**config.mk**
```make
export PLATFORM = sky130hd
export DESIGN_NAME = regfile_wb_arbiter_flat
export DESIGN_NICKNAME = d
export VERILOG_FILES = /design/src/rtl/regfile_wb_arbiter_if.sv /design/src/rtl/regfile_wb_arbiter.sv /design/src/flat_wrapper.sv
export SDC_FILE = /design/constraint.sdc
export NUM_CORES = 1
export LEC_CHECK = 0
export ABC_AREA = 1
export CAP_MARGIN = 15
export CORE_MARGIN = 2
export CORE_UTILIZATION = 35
export CTS_CLUSTER_DIAMETER = 50
export CTS_CLUSTER_SIZE = 12
export DETAILED_ROUTE_END_ITERATION = 7
export PLACE_DENSITY = 0.63
export REMOVE_ABC_BUFFERS = 1
export SETUP_SLACK_MARGIN = 0.1
export SLEW_MARGIN = 0
export SYNTH_ARGS = -nofsm -noshare
export SYNTH_HDL_FRONTEND = slang
export SYNTH_SLANG_ARGS = --single-unit
```
**constraint.sdc**
```tcl
create_clock -name clk -period 2.7 [get_ports clk]
set_input_delay 0.675 -clock clk [delete_from_list [all_inputs] [get_ports clk]]
set_output_delay 0.675 -clock clk [all_outputs]
set_load 0.01 [all_outputs]
```
**src/rtl/regfile_wb_arbiter_if.sv**
```systemverilog
// regfile_wb_arbiter_if: writeback, multi-cycle result and register-file write port signals
interface regfile_wb_arbiter_if #(parameter int XLEN = 32, parameter int AW = 5);
  logic            wb_valid;
  logic [AW-1:0]   wb_rd;
  logic [XLEN-1:0] wb_data;
  logic            wb_stall;
  logic            mc_valid;
  logic [AW-1:0]   mc_rd;
  logic [XLEN-1:0] mc_data;
  logic            mc_ready;
  logic            rf_en;
  logic [AW-1:0]   rf_rd;
  logic [XLEN-1:0] rf_data;
  modport master (
    output wb_valid, wb_rd, wb_data, mc_valid, mc_rd, mc_data,
    input  wb_stall, mc_ready, rf_en, rf_rd, rf_data
  );
  modport slave (
    input  wb_valid, wb_rd, wb_data, mc_valid, mc_rd, mc_data,
    output wb_stall, mc_ready, rf_en, rf_rd, rf_data
  );
endinterface

```
**src/rtl/regfile_wb_arbiter.sv**
```systemverilog
// regfile_wb_arbiter: shares the register-file write port between writeback and a multi-cycle result FIFO
module regfile_wb_arbiter #(
  parameter int XLEN     = 32,
  parameter int AW       = 5,
  parameter int DEPTH    = 2,
  parameter int MAX_WAIT = 4
) (
  input logic clk,
  input logic rst,
  regfile_wb_arbiter_if.slave bus
);
  localparam int PW = $clog2(DEPTH);
  localparam int CW = $clog2(DEPTH + 1);
  localparam int WW = $clog2(MAX_WAIT + 1);
  logic [AW-1:0]   mem_rd   [DEPTH];
  logic [XLEN-1:0] mem_data [DEPTH];
  logic [PW-1:0]   rd_ptr, wr_ptr;
  logic [CW-1:0]   count;
  logic [WW-1:0]   wait_cnt;
  logic            live, wb_req, have, force_drain, deq, enq;
  // live holds mc_ready low until the first edge after reset release
  always_comb begin
    wb_req       = rst && bus.wb_valid && bus.wb_rd != '0;
    have         = count != '0;
    force_drain  = have && (count == CW'(DEPTH) || wait_cnt == WW'(MAX_WAIT));
    deq          = have && (!wb_req || force_drain);
    bus.mc_ready = live && count != CW'(DEPTH);
    enq          = bus.mc_valid && bus.mc_ready && bus.mc_rd != '0;
    bus.rf_en    = deq || wb_req;
    bus.wb_stall = deq && wb_req;
    bus.rf_rd    = (wb_req && !deq) ? bus.wb_rd : have ? mem_rd[rd_ptr] : '0;
    bus.rf_data  = (wb_req && !deq) ? bus.wb_data : have ? mem_data[rd_ptr] : '0;
  end
  always_ff @(posedge clk or negedge rst) begin
    if (!rst) begin
      live     <= 1'b0;
      rd_ptr   <= '0;
      wr_ptr   <= '0;
      count    <= '0;
      wait_cnt <= '0;
    end else begin
      live     <= 1'b1;
      if (enq) wr_ptr <= wr_ptr + 1'b1;
      if (deq) rd_ptr <= rd_ptr + 1'b1;
      count    <= count + CW'(enq) - CW'(deq);
      wait_cnt <= (deq || !have) ? '0 : (wait_cnt == WW'(MAX_WAIT)) ? wait_cnt : wait_cnt + 1'b1;
    end
  end
  always_ff @(posedge clk) begin
    if (enq) begin
      mem_rd[wr_ptr]   <= bus.mc_rd;
      mem_data[wr_ptr] <= bus.mc_data;
    end
  end
endmodule

```
**src/flat_wrapper.sv**
```systemverilog
// flat-port wrapper written by rule: the top's interface ports become plain ports
module regfile_wb_arbiter_flat 
#(
  parameter int XLEN     = 32,
  parameter int AW       = 5,
  parameter int DEPTH    = 2,
  parameter int MAX_WAIT = 4
)
  (clk, rst, bus_wb_valid, bus_wb_rd, bus_wb_data, bus_mc_valid, bus_mc_rd, bus_mc_data, bus_wb_stall, bus_mc_ready, bus_rf_en, bus_rf_rd, bus_rf_data);
  regfile_wb_arbiter_if #(.XLEN(XLEN), .AW(AW)) bus_i ();
  input logic clk;
  input logic rst;
  input wire logic [$bits(bus_i.wb_valid)-1:0] bus_wb_valid;
  input wire logic [$bits(bus_i.wb_rd)-1:0] bus_wb_rd;
  input wire logic [$bits(bus_i.wb_data)-1:0] bus_wb_data;
  input wire logic [$bits(bus_i.mc_valid)-1:0] bus_mc_valid;
  input wire logic [$bits(bus_i.mc_rd)-1:0] bus_mc_rd;
  input wire logic [$bits(bus_i.mc_data)-1:0] bus_mc_data;
  output wire logic [$bits(bus_i.wb_stall)-1:0] bus_wb_stall;
  output wire logic [$bits(bus_i.mc_ready)-1:0] bus_mc_ready;
  output wire logic [$bits(bus_i.rf_en)-1:0] bus_rf_en;
  output wire logic [$bits(bus_i.rf_rd)-1:0] bus_rf_rd;
  output wire logic [$bits(bus_i.rf_data)-1:0] bus_rf_data;
  assign bus_i.wb_valid = bus_wb_valid;
  assign bus_i.wb_rd = bus_wb_rd;
  assign bus_i.wb_data = bus_wb_data;
  assign bus_i.mc_valid = bus_mc_valid;
  assign bus_i.mc_rd = bus_mc_rd;
  assign bus_i.mc_data = bus_mc_data;
  assign bus_wb_stall = bus_i.wb_stall;
  assign bus_mc_ready = bus_i.mc_ready;
  assign bus_rf_en = bus_i.rf_en;
  assign bus_rf_rd = bus_i.rf_rd;
  assign bus_rf_data = bus_i.rf_data;
  regfile_wb_arbiter #(.XLEN(XLEN), .AW(AW), .DEPTH(DEPTH), .MAX_WAIT(MAX_WAIT)) u_core (.clk(clk), .rst(rst), .bus(bus_i));
endmodule
```
==> results by group, run 1 <==
Synthesis
  • Post-synth top cells: 198 x nand2_1, 74 x edfxtp_1, 37 x a21oi_1, 12 x buf_2, 11 x inv_1
  • Post-synthesis sequential area ratio: 66.0%
  • Post-synth design cell area: between 3000 and 4000 um^2
  • Yosys cell types: 22
  • Asr flop ratio synth: 9.76%
  • Post-synthesis mux area share: 0%
  • Number of enable flip-flop cells after synthesis: 74
  • Largest family of logic cells by synthesized area: simple AND/OR/NAND/NOR gates
  • Syn Area/Cell: 9.82 um^2
  • Yosys top cell by area: edfxtp_1
  • Compound-cell area share of the yosys netlist: 5.18%
  • Synth Instances: ~370
  • Synth top area share: roughly three fifths
  • Xor and xnor area share after synthesis: less than 1%
  • Yosys warning total: 0
  • Most numerous cell in the Yosys netlist: nand2_1
  • Post-Synth Simple-Gate Area: between 20% and 30%
  • Adder-cell share of the synthesized area: under 10%
  • Top FF cell, synth: edfxtp_1
  • Flops & latches, synth: slightly above 80
  • Top post-synthesis cells by area: edfxtp_1 61%, nand2_1 20%, dfrtp_1 5.5%

Place
  • Final GP Congestion: between 0.7 and 0.8
  • IO buf count: about 120
  • Pre-CTS setup slack: -520 ps
  • Final HPWL DP: 5670 um

Pwr
  • PD cells: ~630 nW/um^2
  • Maximum vdd drop: approximately 0.26 mV
  • Leakage: 2.30 nW

Die
  • Core Rows: 37
  • Height of the die: about 110 um
  • Die area: around 11,000 um^2
  • Die W: ~110 um
  • Core footprint: around 10,000 um^2
  • Initial Util: between 30% and 40%
  • Ports: 118

Timing
  • RSZ-0062 raised after global routing: yes
  • Fin crit period: 2580 ps
  • Final setup margin: 117 ps
  • Final Slew Violations: 0
  • Final setup violating endpoints: 0
  • Fin Hold WS: 385 ps
  • Clk_skew: roughly 8.1 ps
  • Final period util: a little over nine tenths
  • Slew margin rel.: around 45%
  • Fin. Hold Viols: 0
  • Max frequency: 0.387 GHz
  • Final TNS setup: 0 ps
  • Least-Margin Pin Slew: just over 800 ps

Global routing
  • Overflow left after global routing: 0
  • First-pass GRT wire length: approximately 14,000 um
  • Largest net degree at the start of global routing: 40
  • Antenna violations before repair: 0
  • Vias in the first global route: roughly 3,000
  • Total track usage: 16.3%

Clock network
  • Hold Buf Count CTS: 0
  • CTS tree: built
  • Clock slew at reported path FFs: roughly 80 ps
  • CTS max path bufs: 2
  • Clock sinks: just over 80
  • Clock Latency Late Sink: about 330 ps
  • Num CTS Buffers: 9
  • Root buf cell: clkbuf_8
  • H-tree levels: 3

Critical path
  • Crit path capture type: output port
  • Slowest-stage cell, CP: dlygate4sd2_1
  • Crit path cell chain: dlygate4sd2_1, nor2_2, nand3_4, nand3_4, buf_12, inv_8, buf_6, buf_12, nand2_1, nand2_1, buf_2
  • CP Class: in2out
  • Worst Path Required: approximately 2000 ps
  • Arrival time at the worst endpoint: 1910 ps
  • WP buf/inv: 6
  • Worst setup SP type: primary input
  • Worst-path fanout max: 8
  • Worst stage delay on the critical path: 250 ps
  • CP top delay family: buffers and inverters

Hold path
  • Worst hold path class: in2async

Final layout
  • Share of cells above drive strength 1: 22.1%
  • Final Net Count: 593
  • Fillcell total: between 900 and 1,000
  • Area taken by flip-flops and latches: 2420 um^2
  • Diodes inserted: 0
  • Layout Area Growth over Synthesis: 46.4%
  • Area of the multi-input gates: between 1000 and 1500 um^2

Detailed routing
  • Routed Antenna Nets: 0
  • DR WL/cell: between 10 and 15 um
  • Final Routed Wirelength: approximately 9000 um
  • Initial drt markers: 97
  • Vias: about 3,000
  • DRT Pass-1 Iters: 4
  • Vias/cell: ~4.5
  • Remaining DRCs: 0

Outcome
  • Status: complete, no violations

Job
  • MaxCap Viol Count: 0
[timing repair]
| action | CTS | global route |
|---|---|---|
| gates resized for setup | 130 | 56 |
| pin swaps | 6 | 5 |
| buffers inserted | 10 | 1 |
| gates cloned | 3 | 1 |
| setup endpoints to repair | 39 | 39 |
| endpoints found under the hold margin | 0 | 0 |
[flip-flops by register name, summed over array words and instances (netlist names)]
signal,flops
u_core.count,2
u_core.live,1
u_core.mem_data,64
u_core.mem_rd,10
u_core.rd_ptr,1
u_core.wait_cnt,3
u_core.wr_ptr,1
[metal layers]
metal | vias to the layer above | track usage [%] | wire (um)
met4 | 0 | 4.45 | 127
met2 | 87 | 29.4 | 4630
met5 | - | 0 | 0
li1 | 1494 | - | -
met1 | 1327 | 20.2 | 3790
met3 | 6 | 2.94 | 431
[layout make-up]
cell class,instances,area share [%]
Clock buffer,10,2.37
Clock inverter,5,1.05
Inverter,14,1.12
Multi-Input combinational cell,259,21.9
Sequential cell,82,45.1
Tap cell,136,3.17
Timing Repair Buffer,146,25.3
[kinds of logic after synthesis]
logic type,after synthesis
compound gates,38
xor+xnor,2
fa+ha+maj,3
buf+inv,33
flops,82
other cells,1
simple gates,215
[cell usage in the layout (no fill, tap or decap), drive strengths merged, types with 4 or more instances in the layout]
master,count
clkbuf,28
edfxtp,74
nor2,8
clkdlybuf4s50,71
dlygate4sd2,4
buf,49
nand2,199
dfrtp,8
a21oi,37
inv,14
nand3,4
[power breakdown]
part	internal, mW	switching [mW]	total [mW]
Clock	0.421	0.411	0.832
Sequential	1.49	0.0293	1.52
Combinational	0.427	0.615	1.04
[through the flow]
stage | area, um^2 | util, % | cells | power, mW
finish | 5370 | 52.5 | 652 | 3.39
global route | 5370 | 52.5 | 652 | 3.61
CTS | 5410 | 52.9 | 652 | 3.43
detailed placement | 5100 | 49.9 | 624 | 2.65
global placement | 5100 | 49.9 | 624 | 2.63
floorplan | 3560 | - | 355 | 2.07
[final timing paths]
check / to / slack, ps / cells after the start / from
setup / recovery: bus_rf_rd[1] / 120 / 11 / bus_wb_rd[2]
hold / removal: u_core.live$_DFF_PN0_ / 380 / 2 / rst
setup reg to reg: u_core.mem_data[0][22]$_DFFE_PP_ / 710 / 7 / u_core.count[0]$_DFF_PN0_
hold reg to reg: u_core.wr_ptr$_DFFE_PN0N_ / 490 / 2 / u_core.wr_ptr$_DFFE_PN0N_
max in group asynchronous: u_core.count[0]$_DFF_PN0_ / 2170 / 2 / rst
min in group clk: u_core.wr_ptr$_DFFE_PN0N_ / 490 / 2 / u_core.wr_ptr$_DFFE_PN0N_
(Power assumes the default switching activity.)
==> run 2, diff against run 1 <==
- CORE_ASPECT_RATIO: default -> 2
==> results by group, run 2 (synthesized netlist as in run 1, its figures left out) <==
Final layout
  • Fillcell total: 955 (was 956)
  • Area of the multi-input gates: 1170 um^2 (was 1180 um^2)
  • Area taken by flip-flops and latches: 2420 um^2 (unchanged)
  • Reg with most FFs: u_core.mem_data (unchanged)
  • Fin util: 54.2% (was 52.5%)
  • Most common cell after layout, fill and taps aside: nand2_1 (unchanged)
  • Layout Area Growth over Synthesis: 50.0% (was 46.4%)
  • Largest regs: u_core.mem_data x64, u_core.mem_rd x10, u_core.wait_cnt x3 (unchanged)
  • Non-Filler Instances: 658 (was 652)
  • Final Net Count: 598 (was 593)
  • Share of cells above drive strength 1: 22.0% (was 22.1%)
  • Number of flip-flops in the largest register: 64 (unchanged)
  • Most frequent cells in the layout: 189 x nand2_1, 74 x edfxtp_1, 71 x clkdlybuf4s50_1, 37 x a21oi_1, 36 x buf_2 (was 182 x nand2_1, 74 x edfxtp_1, 71 x clkdlybuf4s50_1, 37 x a21oi_1, 20 x buf_2)

Die
  • Ports: 118 (unchanged)
  • Core footprint: 10,100 um^2 (was 10,200 um^2)
  • Core Rows: 52 (was 37)
  • Die area: 11,400 um^2 (was 11,300 um^2)
  • Die W: 76.4 um (was 106 um)
  • Height of the die: 149 um (was 106 um)
  • Initial Util: 36.2% (was 35.9%)

Critical path
  • Crit path cell chain: inv_1, ha_2, nand3_2, nand2_2, inv_2, nand3_4, buf_12, buf_4, buf_4, o21ai_2, buf_2 (was dlygate4sd2_1, nor2_2, nand3_4, nand3_4, buf_12, inv_8, buf_6, buf_12, nand2_1, nand2_1, buf_2)
  • Crit path capture type: output port (unchanged)
  • Slowest-stage cell, CP: dfrtp_1 (was dlygate4sd2_1)
  • Arrival time at the worst endpoint: 1890 ps (was 1910 ps)
  • WP buf/inv: 6 (unchanged)
  • Worst-path fanout max: 5 (was 8)
  • CP most frequent cell: buf_4
  • Worst r2r dst: u_core.count[1]$_DFF_PN0_ (was u_core.mem_data[0][22]$_DFFE_PP_)
  • Worst stage delay on the critical path: 350 ps (was 250 ps)
  • Worst setup SP type: flip-flop (was primary input)
  • Worst Path Required: 2030 ps (about the same)
  • Reg-to-reg startpoint: u_core.wait_cnt[0]$_DFFE_PN0P_ (was u_core.count[0]$_DFF_PN0_)
  • CP Launch Point: u_core.wait_cnt[0]$_DFFE_PN0P_ (was bus_wb_rd[2])
  • CP Class: reg2out (was in2out)
  • Worst R2R Path Depth: 15 (was 7)
  • Register-to-register setup slack: 600 ps (was 710 ps)
  • CP top delay family: buffers and inverters (unchanged)

Pwr
  • Tot Pwr: 3.77 mW (was 3.39 mW)
  • Sw Share: 29.4% (was 31.1%)
  • Power share of the combinational group: 28.8% (was 30.7%)
  • Seq pwr share: 40.5% (was 44.8%)
  • Maximum vdd drop: 0.408 mV (was 0.263 mV)
  • PD cells: 684 nW/um^2 (was 631 nW/um^2)
  • Clock share of power: 30.8% (was 24.5%)
  • Pint: 2.66 mW (was 2.34 mW)
  • Leakage: 2.38 nW (was 2.30 nW)
  • P_sw: 1.11 mW (was 1.05 mW)

Global routing
  • Vias in the first global route: 3,122 (was 2,954)
  • Largest net degree at the start of global routing: 31 (was 40)
  • Total track usage: 18.3% (was 16.3%)
  • Overflow left after global routing: 0 (unchanged)
  • First-pass GRT wire length: 15,600 um (was 14,400 um)
  • Antenna violations before repair: 1 (was 0)

Clock network
  • CTS max path bufs: 2 (unchanged)
  • Hold Buf Count CTS: 0 (unchanged)
  • Root buf cell: clkbuf_16 (was clkbuf_8)
  • CTS tree: built (unchanged)
  • Clock Latency Late Sink: 330 ps (about the same)
  • Clock slew at reported path FFs: 60 ps (was 80 ps)
  • H-tree levels: 3 (unchanged)
  • Num CTS Buffers: 9 (unchanged)
  • Clock sinks: 82 (unchanged)

Hold path
  • Worst hold path class: in2async (unchanged)

Timing
  • Clk_skew: 3.68 ps (was 8.08 ps)
  • Final Slew Violations: 0 (unchanged)
  • Fin. Hold Viols: 0 (unchanged)
  • Fin crit period: 2570 ps (was 2580 ps)
  • Final setup violating endpoints: 0 (unchanged)
  • Max frequency: 0.389 GHz (was 0.387 GHz)
  • RSZ-0062 raised after global routing: yes (unchanged)
  • Final setup margin: 132 ps (was 117 ps)
  • Final period util: 95.1% (was 95.7%)

Place
  • Pre-CTS setup slack: -562 ps (was -520 ps)
  • DP Cell Count: 624 (unchanged)
  • Final HPWL DP: 6730 um (was 5670 um)
  • Final GP Congestion: 0.768 (was 0.711)
  • IO buf count: 117 (unchanged)

Detailed routing
  • Initial drt markers: 185 (was 97)
  • Vias/cell: 4.62 (was 4.47)
  • Remaining DRCs: 0 (unchanged)
  • Routed Antenna Nets: 0 (unchanged)
  • Final Routed Wirelength: 10,300 um (was 8980 um)
  • Vias: 3,042 (was 2,914)
  • DR WL/cell: 15.6 um (was 13.8 um)
  • DRT Pass-1 Iters: 4 (unchanged)

Job
  • MaxCap Viol Count: 0 (unchanged)

Outcome
  • Status: complete, no violations (unchanged)
## run 2: layout make-up
type                    instances  area share [%]
multi-input cells             259            21.2
repair inverters                4            1.20
well taps                     135            3.07
flip-flops and latches         82            44.0
clock buffers                  14            5.16
repair buffers                147            23.9
clock inverters                 2           0.182
inverters                      14            1.25
diodes                          1          0.0455
## run 2: power groups by stage
stage	Sequential, mW	Clock (mW)	Combinational, mW
floorplan	1.59	0	0.475
finish	1.52	1.16	1.08
CTS	1.52	1.18	1.09
detailed placement	1.55	0	1.12
global route	1.53	1.23	1.20
global placement	1.54	0	1.10
## run 2: per-stage QoR
step           TNS (ps)  hold slack [ps]  area [um^2]
2_1_floorplan     -6810              379         3560
3_3_place_gp     -18610              443         5070
3_5_place_dp     -20110              467         5070
4_1_cts               0              388         5500
5_1_grt               0              408         5510
6_report              0              390         5510
## run 2: worst max path at each step
stage / end / cells past startpoint
2_1_floorplan: u_core.mem_data[1][0]$_DFFE_PP_ / 3
5_1_grt: bus_rf_rd[4] / 11
4_1_cts: bus_rf_data[15] / 9
6_report: bus_rf_rd[4] / 11
3_5_place_dp: bus_rf_data[21] / 8
3_3_place_gp: bus_rf_rd[3] / 8
## run 2: routing by layer
metal	GRT usage, %	routed length, um
met1	17.4	3480
met2	35.6	5940
met3	3.93	333
met4	9.82	522
met5	0	0
## run 2: what timing repair did
item,4_1_cts,5_1_grt
cloned,5,1
gates resized for setup,177,27
pin swaps,6,5
hold endpoints to repair,0,0
setup buffers,9,3
setup endpoints to repair,39,37
